## config.mk

```make
export PLATFORM = sky130hd
export DESIGN_NAME = seq_state_monitor_flat
export DESIGN_NICKNAME = d
export VERILOG_FILES = /design/src/rtl/seq_state_pkg.sv /design/src/rtl/seq_state_monitor_if.sv /design/src/rtl/seg7_encoder.sv /design/src/rtl/seq_state_monitor.sv /design/src/flat_wrapper.sv
export SDC_FILE = /design/constraint.sdc
export NUM_CORES = 1
export LEC_CHECK = 0
export ABC_AREA = 1
export BUFFER_PORTS_ARGS = -buffer_cell sky130_fd_sc_hd__buf_2
export CAP_MARGIN = 20
export CORE_MARGIN = 4
export CORE_UTILIZATION = 55
export CTS_BUF_LIST = sky130_fd_sc_hd__clkbuf_2
export CTS_CLUSTER_SIZE = 30
export DETAILED_ROUTE_END_ITERATION = 12
export GPL_ROUTABILITY_DRIVEN = 0
export PLACE_DENSITY = 0.76
export SLEW_MARGIN = 10
export SYNTH_ARGS = -nofsm -noshare
export SYNTH_HDL_FRONTEND = slang
export SYNTH_SLANG_ARGS = --single-unit
```

## constraint.sdc

```tcl
create_clock -name clk -period 4.8 [get_ports clk]
set_input_delay 0.48 -clock clk [delete_from_list [all_inputs] [get_ports clk]]
set_output_delay 0.48 -clock clk [all_outputs]
set_load 0.01 [all_outputs]
```

## src/rtl/seq_state_pkg.sv

```systemverilog
// Shared code/digit constants and transition helpers for the display-sequence state bus.
package seq_state_pkg;

    localparam int unsigned CODE_W = 3;
    localparam int unsigned DIG_W  = 4;
    localparam int unsigned SEG_W  = 7;

    typedef logic [CODE_W-1:0] code_t;
    typedef logic [DIG_W-1:0]  digit_t;
    typedef logic [SEG_W-1:0]  seg_t;

    localparam code_t CODE_A = 3'b101;
    localparam code_t CODE_B = 3'b100;
    localparam code_t CODE_C = 3'b011;
    localparam code_t CODE_D = 3'b110;
    localparam code_t CODE_E = 3'b111;
    localparam code_t CODE_F = 3'b010;

    localparam digit_t DIG_2     = 4'h2;
    localparam digit_t DIG_3     = 4'h3;
    localparam digit_t DIG_5     = 4'h5;
    localparam digit_t DIG_6     = 4'h6;
    localparam digit_t DIG_BLANK = 4'hF;

    // Expected next code on the A..F ring; illegal codes map to themselves.
    function automatic code_t succ(input code_t code, input logic down);
        code_t nxt;
        nxt = code;
        unique case (code)
            CODE_A:  nxt = down ? CODE_F : CODE_B;
            CODE_B:  nxt = down ? CODE_A : CODE_C;
            CODE_C:  nxt = down ? CODE_B : CODE_D;
            CODE_D:  nxt = down ? CODE_C : CODE_E;
            CODE_E:  nxt = down ? CODE_D : CODE_F;
            CODE_F:  nxt = down ? CODE_E : CODE_A;
            default: nxt = code;
        endcase
        return nxt;
    endfunction

    function automatic logic code_legal(input code_t code);
        return (code != 3'b000) && (code != 3'b001);
    endfunction

    function automatic digit_t code_digit(input code_t code);
        digit_t d;
        d = DIG_BLANK;
        unique case (code)
            CODE_A, CODE_B, CODE_C: d = DIG_3;
            CODE_D:                 d = DIG_5;
            CODE_E:                 d = DIG_6;
            CODE_F:                 d = DIG_2;
            default:                d = DIG_BLANK;
        endcase
        return d;
    endfunction

endpackage

```

## src/rtl/seq_state_monitor_if.sv

```systemverilog
// Bus between the state register (master) and the sequence monitor (slave).
interface seq_state_monitor_if #(
    parameter int unsigned LAP_W = 4,
    parameter int unsigned ERR_W = 8
);
    logic             step;
    logic [3:0]       state;
    logic             down;
    logic [3:0]       digit;
    logic [6:0]       seg;
    logic             synced;
    logic             illegal;
    logic             step_err;
    logic [ERR_W-1:0] err_count;
    logic [LAP_W-1:0] lap_count;

    modport master (
        output step, state, down,
        input  digit, seg, synced, illegal, step_err, err_count, lap_count
    );

    modport slave (
        input  step, state, down,
        output digit, seg, synced, illegal, step_err, err_count, lap_count
    );
endinterface

```

## src/rtl/seg7_encoder.sv

```systemverilog
// Combinational digit to 7-segment {g,f,e,d,c,b,a} decode; blank for anything undefined.
module seg7_encoder
    import seq_state_pkg::*;
#(
    parameter bit SEG_ACTIVE_LOW = 1'b1
) (
    input  digit_t digit,
    output seg_t   seg_c
);

    seg_t seg_hi;

    always_comb begin
        seg_hi = 7'h00;
        unique case (digit)
            DIG_2:   seg_hi = 7'h5B;
            DIG_3:   seg_hi = 7'h4F;
            DIG_5:   seg_hi = 7'h6D;
            DIG_6:   seg_hi = 7'h7D;
            default: seg_hi = 7'h00;
        endcase
    end

    assign seg_c = SEG_ACTIVE_LOW ? ~seg_hi : seg_hi;

endmodule

```

## src/rtl/seq_state_monitor.sv

```systemverilog
// Samples the state bus on each step, decodes it for the display and checks ring-order legality.
module seq_state_monitor
    import seq_state_pkg::*;
#(
    parameter int unsigned LAP_W          = 4,
    parameter int unsigned ERR_W          = 8,
    parameter bit          SEG_ACTIVE_LOW = 1'b1
) (
    input logic             clk,
    input logic             rst_n,
    seq_state_monitor_if.slave bus
);

    localparam seg_t SEG_OFF = SEG_ACTIVE_LOW ? 7'h7F : 7'h00;

    code_t            code_c;
    logic             unused_state0;

    code_t            prev_q,     prev_d;
    logic             synced_q,   synced_d;
    logic             illegal_q,  illegal_d;
    logic             step_err_q, step_err_d;
    logic [ERR_W-1:0] err_q,      err_d;
    logic [LAP_W-1:0] lap_q,      lap_d;
    digit_t           digit_q,    digit_d;
    seg_t             seg_q,      seg_d;

    // Bus bit order is reversed relative to the code; bit 0 carries nothing.
    assign code_c        = {bus.state[1], bus.state[2], bus.state[3]};
    assign unused_state0 = bus.state[0];

    always_comb begin
        prev_d     = prev_q;
        synced_d   = synced_q;
        illegal_d  = illegal_q;
        step_err_d = 1'b0;
        err_d      = err_q;
        lap_d      = lap_q;
        digit_d    = digit_q;
        if (bus.step) begin
            if (!code_legal(code_c)) begin
                illegal_d = 1'b1;
                synced_d  = 1'b0;
                digit_d   = DIG_BLANK;
                if (synced_q) begin
                    step_err_d = 1'b1;
                    if (err_q != '1) err_d = err_q + ERR_W'(1);
                end
            end else begin
                prev_d    = code_c;
                synced_d  = 1'b1;
                illegal_d = 1'b0;
                digit_d   = code_digit(code_c);
                if (synced_q) begin
                    if (code_c == succ(prev_q, bus.down)) begin
                        // A lap is the wrap point between F and A, in either direction.
                        if (!bus.down && prev_q == CODE_F) lap_d = lap_q + LAP_W'(1);
                        if (bus.down && prev_q == CODE_A)  lap_d = lap_q - LAP_W'(1);
                    end else begin
                        step_err_d = 1'b1;
                        if (err_q != '1) err_d = err_q + ERR_W'(1);
                    end
                end
            end
        end
    end

    seg7_encoder #(
        .SEG_ACTIVE_LOW (SEG_ACTIVE_LOW)
    ) u_seg7 (
        .digit (digit_d),
        .seg_c (seg_d)
    );

    always_ff @(posedge clk or negedge rst_n) begin
        if (!rst_n) begin
            prev_q     <= CODE_A;
            synced_q   <= 1'b0;
            illegal_q  <= 1'b0;
            step_err_q <= 1'b0;
            err_q      <= '0;
            lap_q      <= '0;
            digit_q    <= DIG_BLANK;
            seg_q      <= SEG_OFF;
        end else begin
            prev_q     <= prev_d;
            synced_q   <= synced_d;
            illegal_q  <= illegal_d;
            step_err_q <= step_err_d;
            err_q      <= err_d;
            lap_q      <= lap_d;
            digit_q    <= digit_d;
            seg_q      <= seg_d;
        end
    end

    assign bus.digit     = digit_q;
    assign bus.seg       = seg_q;
    assign bus.synced    = synced_q;
    assign bus.illegal   = illegal_q;
    assign bus.step_err  = step_err_q;
    assign bus.err_count = err_q;
    assign bus.lap_count = lap_q;

endmodule

```

## src/flat_wrapper.sv

```systemverilog
// flat-port wrapper written by rule: the top's interface ports become plain ports
module seq_state_monitor_flat import seq_state_pkg::*;
#(
    parameter int unsigned LAP_W          = 4,
    parameter int unsigned ERR_W          = 8,
    parameter bit          SEG_ACTIVE_LOW = 1'b1
)
  (clk, rst_n, bus_step, bus_state, bus_down, bus_digit, bus_seg, bus_synced, bus_illegal, bus_step_err, bus_err_count, bus_lap_count);
  seq_state_monitor_if #(.LAP_W(LAP_W), .ERR_W(ERR_W)) bus_i ();
  input logic clk;
  input logic rst_n;
  input wire logic [$bits(bus_i.step)-1:0] bus_step;
  input wire logic [$bits(bus_i.state)-1:0] bus_state;
  input wire logic [$bits(bus_i.down)-1:0] bus_down;
  output wire logic [$bits(bus_i.digit)-1:0] bus_digit;
  output wire logic [$bits(bus_i.seg)-1:0] bus_seg;
  output wire logic [$bits(bus_i.synced)-1:0] bus_synced;
  output wire logic [$bits(bus_i.illegal)-1:0] bus_illegal;
  output wire logic [$bits(bus_i.step_err)-1:0] bus_step_err;
  output wire logic [$bits(bus_i.err_count)-1:0] bus_err_count;
  output wire logic [$bits(bus_i.lap_count)-1:0] bus_lap_count;
  assign bus_i.step = bus_step;
  assign bus_i.state = bus_state;
  assign bus_i.down = bus_down;
  assign bus_digit = bus_i.digit;
  assign bus_seg = bus_i.seg;
  assign bus_synced = bus_i.synced;
  assign bus_illegal = bus_i.illegal;
  assign bus_step_err = bus_i.step_err;
  assign bus_err_count = bus_i.err_count;
  assign bus_lap_count = bus_i.lap_count;
  seq_state_monitor #(.LAP_W(LAP_W), .ERR_W(ERR_W), .SEG_ACTIVE_LOW(SEG_ACTIVE_LOW)) u_core (.clk(clk), .rst_n(rst_n), .bus(bus_i));
endmodule
```

---- Yosys cells after proc, flatten, opt, wreduce, memory -nomap -nowiden ----
Cells that the tools add are included.
operators by class
  add/subtract/negate cells ............... 3
  eq/ne operators ......................... 20
  multiplexer cells ....................... 28
  bitwise gates (word level) .............. 1
  reduce and logical (&&, ||, !) cells .... 10
operators by type and width
  operator                                                               count
  8-bit two-way mux                                                      5
  7-bit case mux with 4 select lines                                     1
  3-bit equality test, second input constant                             8
  3-bit two-way mux                                                      7
  3-bit case mux with 6 select lines                                     1
  4-bit two-way mux                                                      4
  4-bit case mux with 4 select lines                                     1
  3-bit by 2-bit equality test with 1-bit output, second input constant  4
  8-bit by 1-bit adder with 8-bit output, second input constant          1
  4-bit by 2-bit equality test with 1-bit output, second input constant  2
  4-bit by 3-bit equality test with 1-bit output, second input constant  2
  8-bit != test, second input constant                                   1
  1-bit two-way mux                                                      7
  7-bit inverter                                                         1
  5-bit AND reduction                                                    1
  4-bit by 1-bit adder with 4-bit output, second input constant          1
  2-bit two-way mux                                                      2
  4-bit by 1-bit subtractor with 4-bit output, second input constant     1
  3-bit equality test                                                    1
  1-bit logical AND                                                      3
  3-bit by 1-bit != test with 1-bit output, second input constant        1
  3-bit AND reduction                                                    1
  3-bit nonzero test                                                     1
  3-bit OR reduction                                                     1
  4 further kinds                                                        4
storage, ports and cells
  bits in registers ....................... 29
  bits of input ports ..................... 8
  output and inout port bits .............. 26
  logic and storage cells ................. 70

---- Longest topological paths before layout ----
Gate-level depths: netlist (run 1).
  word-level depth ........................ 10
  mapped depth ............................ 11

---- Cells and area by module ----
Synthesis (run 1) repeated with hierarchy kept, for this count alone.
second synthesis, totals
  cells, all modules ...................... 187
  area total of the unflattened synthesis .. 1,645.3 sq um
by module, submodules not included
  module             times used  cells an instance  area an instance (sq um)  sequential area each (sq um)
  seq_state_monitor  1           168                1,557.7                   742.0
  seg7_encoder       1           19                 87.6                      0.0

---- Worst setup path after synthesis (run 1) ----
No wires, ideal clock.
  path kind ............................... register to register
  start ................................... register u_core.prev_q[0]
  end ..................................... register u_core.lap_q[3], in the netlist u_core.bus.lap_count[3]
  library setup time ...................... 0.117 ns
  arrival ................................. 1.750 ns
  required time ........................... 4.683 ns
  slack ................................... 2.933 ns
  stages on the path, launching flop included .. 11
  buffers on the path ..................... 0
  cell sequence ........................... dfstp_2 > nand4_1 > inv_1 > ha_1 > a21oi_1 > nand2_1 > xor2_1 > inv_1 > nand3_1 > nand2_1 > nand2_1
between the ends
  cells in the longest elaborated chain, start to end .. 7
ends and longest elaborated chain
  item                                                                          line                                          RTL
  from (decl)                                                                   seq_state_monitor.sv:19                       code_t prev_q, prev_d;
  from (signal assigned)                                                        seq_state_monitor.sv:86                       prev_q <= prev_d;
  3-bit by 2-bit equality test with 1-bit output, or another cell as far along  seq_state_pkg.sv:29, seq_state_monitor.sv:57
  3-bit case mux with 6 select lines                                            seq_state_pkg.sv:29                           unique case (code)
  3-bit two-way mux                                                             seq_state_monitor.sv:54                       if (synced_q) begin
  3-bit two-way mux                                                             seq_state_monitor.sv:41                       if (!code_legal(code_c)) begin
  3-bit two-way mux                                                             seq_state_monitor.sv:40                       if (bus.step) begin
  3-bit equality test                                                           seq_state_monitor.sv:55                       if (code_c == succ(prev_q, bus.down)) begin
  5-bit AND reduction (no source line)                                          -
  to (signal assigned)                                                          seq_state_monitor.sv:91                       lap_q <= lap_d;
  to (decl)                                                                     seq_state_monitor.sv:24                       logic [LAP_W-1:0] lap_q, lap_d;
Several ways; a longest one is shown, not always the timed one. The select of a mux whose other input is x is not followed.
A chain may end at the register's enable or synchronous reset.

---- Final worst setup path (run 1) ----
Same ends and word-level chain as after synthesis.

==> results.yml, run 1 <==
logic_synthesis:
  synth_edf_count: 0
  synth_async_sr_flop_share_pct: 100
  syn_warnings: 0
  netlist_top_cells_area: "dfrtp_1 (25%), dfstp_2 (18%), nand2_1 (11%)"
  synth-compound-area-share_pct: 6.01
  share_of_cell_area_taken_by_muxes_after_synthesis_pct: 0
  synth_area_sq_mm: 0.00158
  synth_flop_cell: "dfrtp_1"
  yosys.area_share.adder_pct: 3.64
  synth_top_cell_by_area: "dfrtp_1"
  syn_area_per_cell_sq_um: 8.55
  synthesis.nets: 197
  synth_largest_type_area_fraction_pct: 25.3
  yosys.area_share.simple_pct: 34.5
  dominant_combinational_cell_family_by_area_after_synthesis: "simple AND/OR/NAND/NOR gates"
  yosys.area_share.xor_xnor_pct: 4.43
  syn_inst: 185
  post_synth_num_cell_types: 28
  synth_seq_area_share_pct: 43.6
  register_bit_total_from_synthesis: 27
die:
  die-width_um: 61.6
  floorplan.io_pins: 34
  area_enclosed_by_the_die_boundary_sq_mm: 0.00380
  rows: 19
  design.core.area_sq_mm: 0.00276
  initial_core_util_pct: 57.4
  dieHeight_um: 61.6
critical_path:
  arrival_ps: 2370
  critical_path.most_common_cell: "nand2_1"
  worstSetupPathType: "register to register"
  cp_cell_sequence: "nand4_1 > inv_1 > ha_1 > a21oi_1 > nand2_1 > xor2_1 > inv_1 > nand3_1 > nand2_1 > nand2_1"
  critPathMaxFanout: 5
  critical_path.max_stage_delay_ps: 640
  setup.worst_path.start_class: "register"
  slowest_stage: "dfstp_2"
  end_kind: "register"
  critical_path_required_ps: 5080
sta:
  max_clock_freq_mhz: 479
  timing.max_slew.rel_slack_pct: 61.7
  final_setup_violation_count: 0
  worstMarginPinSlew_ps: 574
  maxSlewViolCount: 0
  period_share_pct: 43.4
  timing.clock.skew_ps: 8.88
  setup_tns_ps: 0
  finalCriticalPeriod_ps: 2090
  rsz_0062_raised_after_global_routing: "false"
  hold_violations: 0
final_layout:
  finish.utilization_pct: 64.6
  multi_input_area_sq_um: 768
  most_frequent_cells_in_the_layout: "nand2_1 (48), buf_2 (32), inv_1 (18)"
  syn_to_final_growth_pct: 12.6
  register_area_sq_um: 689
  final_net_count: 231
  n_fill_cell: 231
  layout_commonest_cell: "nand2_1"
  drive_above_1_share_pct: 34.9
  non_filler_cells_final: 249
  antennaDiodeCount: 0
detailed_routing:
  routed_wire_length_per_instance_um: 12.1
  detail_route.iter0.violations: 55
  antenna_violating_nets_post_route: 0
  detail_route.first_pass.iterations: 4
  totalWireLength_mm: 3.01
  detail_route.drc_violations: 0
  drt-vias-per-instance: 5.38
  via_count: 1339
global_route:
  grt_pass1_vias: 1300
  grt_overflow_total: 0
  wire_length_of_the_first_global_routing_pass_mm: 5.26
  largest_net_degree_at_the_start_of_global_routing: 28
  gr-usage-all-layers_pct: 18.4
  grt_antenna_before_repair: 0
clock_tree:
  cts.reportedPaths.clkPinSlew_ps: 260
  clock_latency_ps: 360
  cts_hold_repair.buffers: 0
  cts_inserted_buffers: 3
  tritoncts_num_sinks: 27
  cts.htree.levels: 1
  max-clock-path-buffers: 2
  cts.repair.resized: 0
  clock_tree_from_tritoncts: "built"
  post_cts.repair.setup_buffers: 0
  clock_tree.root_cell: "clkbuf_2"
power_and_ir_drop:
  total_leakage_power_nw: 0.955
  powerDensity_mw_per_mm2: 329
  worst_vdd_drop_v: 0.000276
min_path:
  hold_path.class: "input port to asynchronous set/reset pin"
job:
  drv_cap: 0
placed_design:
  place_inst: 245
  placement.io_buffers: 32
  hpwlAfterDp_mm: 2.41
status:
  status: "completed"
==> where the power goes <==
part	internal [W]	switching (W)	total, W
Sequential	0.000270	0.0000351	0.000306
Combinational	0.0000736	0.000119	0.000192
Clock	0.0000193	0.0000683	0.0000876
Total	0.000363	0.000222	0.000585
==> cell type report <==
type	count	share of cell area (%)
clock inverters	1	0.422
multi-input cells	128	43.1
repair buffers	32	9.00
flip-flops and latches	27	38.7
well taps	31	2.18
clock buffers	3	0.843
inverters	27	5.69
==> routing by layer <==
layer	wire (um)	up-vias	GRT usage, %
li1	-	667	-
met1	1250	634	22.0
met2	1560	34	31.2
met3	175	4	2.73
met4	31	0	10.3
met5	0	-	0
==> critical path: cells and delay by family (launching register included) <==
kind                       cells  cell delay (ps)
AOI/OAI and AO/OA              1              150
xor gates and xnor gates       1              140
adders and majority gates      1              280
buffers and inverters          2              270
DFF                            1              640
and+or+nand+nor                5              530
==> synth_stat cells (2+ instances only) <==
library cell,instances
nand3_4,3
dfstp_2,11
inv_2,8
nand3_1,15
o21ai_0,4
o21ai_1,2
ha_1,3
xor2_1,8
nand2_1,48
a21oi_1,2
inv_1,18
dfrtp_1,16
nand4_1,12
nor2_1,10
buf_4,3
nand2_2,8
o21ai_2,3
==> kinds of logic after synthesis <==
| family | after synthesis |
|---|---|
| compound gates | 13 |
| xor+xnor | 8 |
| fa+ha+maj | 4 |
| buf+inv | 30 |
| flops | 27 |
| simple gates | 103 |
==> final timing paths <==
path | start | end | slack, ps | depth (start not counted)
min in group clk | bus_state[3] | u_core.prev_q[0] | 350 | 3
hold / removal | rst_n | u_core.bus.lap_count[2] | 60 | 1
setup reg to reg | u_core.prev_q[0] | u_core.bus.lap_count[3] | 2710 | 10
setup / recovery | u_core.prev_q[0] | u_core.bus.lap_count[3] | 2710 | 10
hold reg to reg | u_core.bus.illegal | u_core.bus.illegal | 540 | 2
max in group asynchronous | rst_n | u_core.bus.digit[1] | 4350 | 1
==> flip-flops by register name, summed over array words and instances (netlist names) <==
register and cells:
u_core.bus.lap_count 4, u_core.bus.err_count 8, u_core.bus.synced 1, u_core.prev_q 3
u_core.bus.digit 4, u_core.bus.step_err 1, u_core.bus.illegal 1, u_core.bus.seg 5
==> stage by stage <==
| stage | instance area, sq um | hold WS [ps] | power, W | setup WS, ps |
|---|---|---|---|---|
| after floorplan | 1580 | 184 | 0.000438 | 2930 |
| after global placement | 1760 | 473 | 0.000493 | 2780 |
| after detailed placement | 1760 | 495 | 0.000505 | 2700 |
| after CTS | 1780 | 54.0 | 0.000594 | 2710 |
| after global routing | 1780 | 45.4 | 0.000637 | 2580 |
| final | 1780 | 63.0 | 0.000585 | 2710 |
No activity file was read; power rests on OpenSTA's default activity.
==> inputs of run 2 (changes only) <==
--- a/config.mk
+++ b/config.mk
@@ -9,12 +9,12 @@
 export BUFFER_PORTS_ARGS = -buffer_cell sky130_fd_sc_hd__buf_2
 export CAP_MARGIN = 20
 export CORE_MARGIN = 4
-export CORE_UTILIZATION = 55
+export CORE_UTILIZATION = 51
 export CTS_BUF_LIST = sky130_fd_sc_hd__clkbuf_2
 export CTS_CLUSTER_SIZE = 30
 export DETAILED_ROUTE_END_ITERATION = 12
 export GPL_ROUTABILITY_DRIVEN = 0
-export PLACE_DENSITY = 0.76
+export PLACE_DENSITY = 0.74
 export SLEW_MARGIN = 10
 export SYNTH_ARGS = -nofsm -noshare
 export SYNTH_HDL_FRONTEND = slang
==> constraint.sdc (replaced) <==
create_clock -name clk -period 1.9 [get_ports clk]
set_input_delay 0.19 -clock clk [delete_from_list [all_inputs] [get_ports clk]]
set_output_delay 0.19 -clock clk [all_outputs]
set_load 0.01 [all_outputs]
==> results.yml, run 2 (synthesis results as in run 1) <==
clock_tree:
  tritoncts_num_sinks: 27
  cts_inserted_buffers: 3
  clock_tree.root_cell: "clkbuf_2"
  cts.htree.levels: 1
  cts.reportedPaths.clkPinSlew_ps: 260
  max-clock-path-buffers: 2
  clock_latency_ps: 370
  clock_tree_from_tritoncts: "built"
die:
  area_enclosed_by_the_die_boundary_sq_mm: 0.00406
  dieHeight_um: 63.7
  floorplan.io_pins: 34
  die-width_um: 63.7
  initial_core_util_pct: 55.4
  design.core.area_sq_mm: 0.00285
  rows: 19
min_path:
  hold_path.class: "input port to register"
  holdPathStages: 3
global_route:
  gr-usage-all-layers_pct: 18.4
  grt_pass1_vias: 1381
  largest_net_degree_at_the_start_of_global_routing: 28
  grt_overflow_total: 0
  grt_antenna_before_repair: 0
  wire_length_of_the_first_global_routing_pass_mm: 6.00
sta:
  timing.max_slew.rel_slack_pct: 60.9
  final_setup_violation_count: 0
  rsz_0062_raised_after_global_routing: "false"
  maxSlewViolCount: 0
  max_clock_freq_mhz: 565
  setup_tns_ps: 0
  worstMarginPinSlew_ps: 586
  finalCriticalPeriod_ps: 1770
  timing.clock.skew_ps: 5.16
  hold_violations: 0
  period_share_pct: 93.2
power_and_ir_drop:
  power_w: 0.00151
  total_leakage_power_nw: 0.979
  powerDensity_mw_per_mm2: 824
  worst_vdd_drop_v: 0.000461
status:
  status: "completed"
final_layout:
  finish.utilization_pct: 64.4
  syn_to_final_growth_pct: 16.2
  drive_above_1_share_pct: 37.2
  most_frequent_cells_in_the_layout: "nand2_1 (48), buf_2 (32), inv_1 (18)"
  layout_commonest_cell: "nand2_1"
  n_fill_cell: 248
  post-route-cell-area_sq_mm: 0.00184
  flip_flop_count_of_the_largest_register_all_copies_and_words_added: 8
  antennaDiodeCount: 0
  final_net_count: 236
  non_filler_cells_final: 254
detailed_routing:
  antenna_violating_nets_post_route: 0
  totalWireLength_mm: 3.51
  detail_route.drc_violations: 0
  detail_route.iter0.violations: 72
  routed_wire_length_per_instance_um: 13.8
  drt-vias-per-instance: 5.36
  via_count: 1362
  detail_route.first_pass.iterations: 4
critical_path:
  end_kind: "register"
  critical_path_required_ps: 2210
  worstSetupPathType: "register to register"
  setup.worst_path.start_class: "register"
  arrival_ps: 2080
  r2r_cells: 10
  critPathMaxFanout: 3
  slowest_stage: "dfstp_2"
  critical_path.most_common_cell: "nand2_1"
  cp_cell_sequence: "nand4_1 > inv_1 > ha_4 > a21oi_2 > nand2_1 > xor2_1 > inv_1 > nand3_1 > nand2_1 > nand2_1"
  critical_path.max_stage_delay_ps: 600
placed_design:
  place_inst: 246
  placement.io_buffers: 32
  hpwlAfterDp_mm: 2.69
  postPlaceCellArea_sq_mm: 0.00177
job:
  drv_cap: 0
-- run 2: cell types whose count changed in the layout (fill, tap and decap cells not counted) --
cell / delta
a21oi_2: +1
a21oi_1: -1
dfrtp_2: +1
buf_4: +4
dlygate4sd3_1: +1
dfrtp_1: -1
ha_4: +1
ha_1: -1
-- run 2: layout make-up --
cell class | count | area [sq um] | share of cell area [%]
Tap cell | 31 | 38.8 | 2.11
Clock buffer | 3 | 15.0 | 0.817
Sequential cell | 27 | 691 | 37.6
Inverter | 27 | 101 | 5.51
Clock inverter | 1 | 7.51 | 0.408
Timing Repair Buffer | 37 | 200 | 10.9
Multi-Input combinational cell | 128 | 785 | 42.7
-- run 2: layer usage --
metal / track usage [%] / vias up / wire length (um) / share of wire [%]
li1: - / 674 / - / -
met1: 20.8 / 641 / 1400 / 40
met2: 35.1 / 42 / 1850 / 53
met3: 3.37 / 5 / 213 / 6.1
met4: 4.85 / 0 / 36 / 1.0
met5: 0 / - / 0 / 0
-- run 2: repair_timing --
item | 4_1_cts | 5_1_grt
hold endpoints to repair | 16 | 0
setup endpoints to repair | 1 | 1
hold buffers | 1 | 0
resized for setup | 0 | 3
setup buffers | 2 | 1
-- run 2: critical path, delay by kind of cell, from the launching register on --
family	cells	cell delay, ps
compound gates	1	140
flops	1	600
fa+ha+maj	1	220
simple gates	5	410
buf+inv	2	190
xor+xnor	1	140
-- run 2: worst paths after layout --
path	start	to	slack, ps
worst max-delay path	u_core.prev_q[0]	u_core.bus.lap_count[3]	130
worst min-delay path	bus_state[3]	u_core.prev_q[0]	30
worst max register to register	u_core.prev_q[0]	u_core.bus.lap_count[3]	130
worst min register to register	u_core.bus.lap_count[3]	u_core.bus.lap_count[3]	540
max in group asynchronous	rst_n	u_core.prev_q[1]	1190
min in group asynchronous	rst_n	u_core.bus.lap_count[3]	300
-- run 2: report_power, final --
group	total, W	switching [W]	internal [W]
Clock	0.000226	0.000177	0.0000488
Sequential	0.000770	0.0000869	0.000683
Combinational	0.000518	0.000319	0.000200
Total	0.00151	0.000582	0.000932
-- run 2: metrics by stage --
stage / hold slack (ps) / worst slack [ps]
floorplan: -106 / 32.6
global placement: 229 / 137
detailed placement: 235 / -2.35
CTS: 28.0 / 22.6
global route: 20.5 / 5.82
finish: 26.2 / 129
==> inputs of run 3 (changes only) <==
--- a/config.mk
+++ b/config.mk
@@ -18,4 +18,5 @@
 export SLEW_MARGIN = 10
 export SYNTH_ARGS = -nofsm -noshare
 export SYNTH_HDL_FRONTEND = slang
+export SYNTH_HIERARCHICAL = 1
 export SYNTH_SLANG_ARGS = --single-unit
==> results.yml, run 3 <==
power_and_ir_drop:
  power_w: 0.00173
  total_leakage_power_nw: 1.04
  worst_vdd_drop_v: 0.000492
  powerDensity_mw_per_mm2: 899
detailed_routing:
  via_count: 1317
  detail_route.iter0.violations: 58
  antenna_violating_nets_post_route: 0
  detail_route.drc_violations: 0
  drt-vias-per-instance: 4.86
  detail_route.first_pass.iterations: 4
  routed_wire_length_per_instance_um: 11.8
  totalWireLength_mm: 3.21
clock_tree:
  clock_tree_from_tritoncts: "built"
  cts.htree.levels: 2
  cts_inserted_buffers: 5
  cts.reportedPaths.clkPinSlew_ps: 150
  clock_tree.root_cell: "clkbuf_2"
  cts_hold_repair.buffers: 1
  tritoncts_num_sinks: 29
  cts.repair.resized: 0
  post_cts.repair.setup_buffers: 0
  max-clock-path-buffers: 2
  clock_latency_ps: 350
sta:
  timing.max_slew.rel_slack_pct: 58.2
  period_share_pct: 91.9
  worstMarginPinSlew_ps: 627
  maxSlewViolCount: 0
  timing.hold.ws_ps: 68.5
  timing.clock.skew_ps: 9.77
  finalCriticalPeriod_ps: 1750
  final_setup_violation_count: 0
  rsz_0062_raised_after_global_routing: "false"
  setup_tns_ps: 0
  max_clock_freq_mhz: 572
  hold_violations: 0
logic_synthesis:
  register_bit_total_from_synthesis: 29
  synth_largest_type_area_fraction_pct: 24.3
  post_synth_num_cell_types: 30
  syn_area_per_cell_sq_um: 8.80
  syn_inst: 187
  synth_seq_area_share_pct: 45.1
  synth_edf_count: 0
  synthesis.nets: 199
  syn_warnings: 6
  synth.top_cells.by_count: "nand2_1 (51), inv_1 (18), dfrtp_1 (16), nor2_1 (15), dfstp_2 (13)"
  synth.most_common_cell: "nand2_1"
  synth_area_sq_mm: 0.00165
  synth_async_sr_flop_share_pct: 100
  synth_flop_cell: "dfrtp_1"
  netlist_top_cells_area: "dfrtp_1 (24%), dfstp_2 (21%), nand2_1 (12%)"
  synth_top_cell_by_area: "dfrtp_1"
final_layout:
  flip_flop_count_of_the_largest_register_all_copies_and_words_added: 8
  n_fill_cell: 283
  register_area_sq_um: 742
  antennaDiodeCount: 0
  drive_above_1_share_pct: 33.9
  final_net_count: 238
  multi_input_area_sq_um: 791
  layout_commonest_cell: "nand2_1"
  most_frequent_cells_in_the_layout: "nand2_1 (51), buf_2 (32), inv_1 (18)"
  syn_to_final_growth_pct: 17.1
status:
  status: "completed"
job:
  drv_cap: 0
critical_path:
  r2r_setup_slack_ps: 150
  worstSetupPathType: "register to register"
  r2r_cells: 8
  arrival_ps: 2050
  slowest_stage: "dfstp_2"
  reg2reg_to: "u_core/bus.lap_count[3]"
  path_buf_inv: 1
  critPathMaxFanout: 5
  rr_startpoint: "u_core/prev_q[2]"
  critPathTopFamily: "flip-flops"
  setup.worst_path.start_class: "register"
  cp_cell_sequence: "nand4_1 > inv_1 > ha_1 > a21o_1 > a21oi_1 > xor2_1 > nand3_1 > nand2_1"
  critical_path.max_stage_delay_ps: 610
  end_kind: "register"
  critical_path_required_ps: 2210
global_route:
  gr-usage-met2_pct: 28.4
  wire_length_of_the_first_global_routing_pass_mm: 5.51
  groute.layer.met1.usage_pct: 20.5
  grt_antenna_before_repair: 0
  gr-usage-all-layers_pct: 17.2
  grt_pass1_vias: 1225
  grt_overflow_total: 0
  largest_net_degree_at_the_start_of_global_routing: 30
  global_route.peak_usage_layer: "met2"
  global_route.usage.met3_pct: 6.59
die:
  area_enclosed_by_the_die_boundary_sq_mm: 0.00420
  rows: 20
  dieHeight_um: 64.8
  die-width_um: 64.8
  floorplan.io_pins: 34
  initial_core_util_pct: 53.5
  design.core.area_sq_mm: 0.00308
min_path:
  worst_hold_path.endpoint: "u_core/prev_q[0]"
  hold_path.class: "input port to register"
  holdPathStages: 3
  hold_path_startpoint: "bus_state[3]"
placed_design:
  hpwlAfterDp_mm: 2.31
  placement.io_buffers: 32
## run 3: cell count changes in the layout (fill, tap and decap cells not counted), sizes merged, moves of 2 or more
cell    before  now
nor2        11   20
nand3       18   10
o21ai        9    4
a21oi        3    7
clkbuf       3    6
inv         26   23
nand4       12    9
buf         36   34
dfstp       11   13
nand2       57   59
## run 3: worst max-delay path by stage
stage                     start                       to  slack (ps)  depth (start not counted)
2_1_floorplan  u_core/prev_q[2]  u_core/bus.lap_count[3]         190                          8
3_3_place_gp   u_core/prev_q[2]  u_core/bus.lap_count[3]         230                          8
3_5_place_dp   u_core/prev_q[2]  u_core/bus.lap_count[3]         200                          8
4_1_cts        u_core/prev_q[2]  u_core/bus.lap_count[3]         160                          8
5_1_grt        u_core/prev_q[2]  u_core/bus.lap_count[3]          60                          8
6_report       u_core/prev_q[2]  u_core/bus.lap_count[3]         150                          8
## run 3: area by class of cell
class,instances,area share [%]
clock buffers,6,1.56
well taps,44,2.86
inverters,24,4.68
clock inverters,2,1.75
multi-input cells,131,41.0
flip-flops and latches,29,38.5
repair buffers,35,9.61
## run 3: per-layer routing
metal	up-vias	wire length, um
li1	677	-
met1	596	1410
met2	42	1550
met3	2	235
met4	0	11
met5	-	0
## run 3: logic make-up (layout without fill, tap and decap cells)
logic type	Yosys count	count (layout)	share of synthesized area, %
buf+inv	27	67	6.84
simple gates	104	104	35.0
compound gates	14	14	4.79
flops	29	29	45.1
fa+ha+maj	4	4	3.50
xor+xnor	9	9	4.79
## run 3: stage by stage
| step | std cells | area (sq um) | utilization, % | setup slack (ps) |
|---|---|---|---|---|
| 3_3_place_gp | 262 | 1850 | 60.2 | 229 |
| 2_1_floorplan | 187 | 1650 | - | 193 |
| 6_report | 271 | 1930 | 62.6 | 153 |
| 3_5_place_dp | 262 | 1850 | 60.2 | 202 |
| 5_1_grt | 271 | 1930 | 62.6 | 64.8 |
| 4_1_cts | 271 | 1930 | 62.6 | 160 |
## run 3: power breakdown
group / switching (W) / internal, W
clock network: 0.000209 / 0.000225
logic: 0.000306 / 0.000188
registers: 0.0000770 / 0.000727
## run 3: worst register-to-register path: stages (launching register included)
cell	delay [ps]
dfstp_2	610
nand4_1	130
inv_1	100
ha_1	240
a21o_1	180
a21oi_1	150
xor2_1	160
nand3_1	90
nand2_1	70
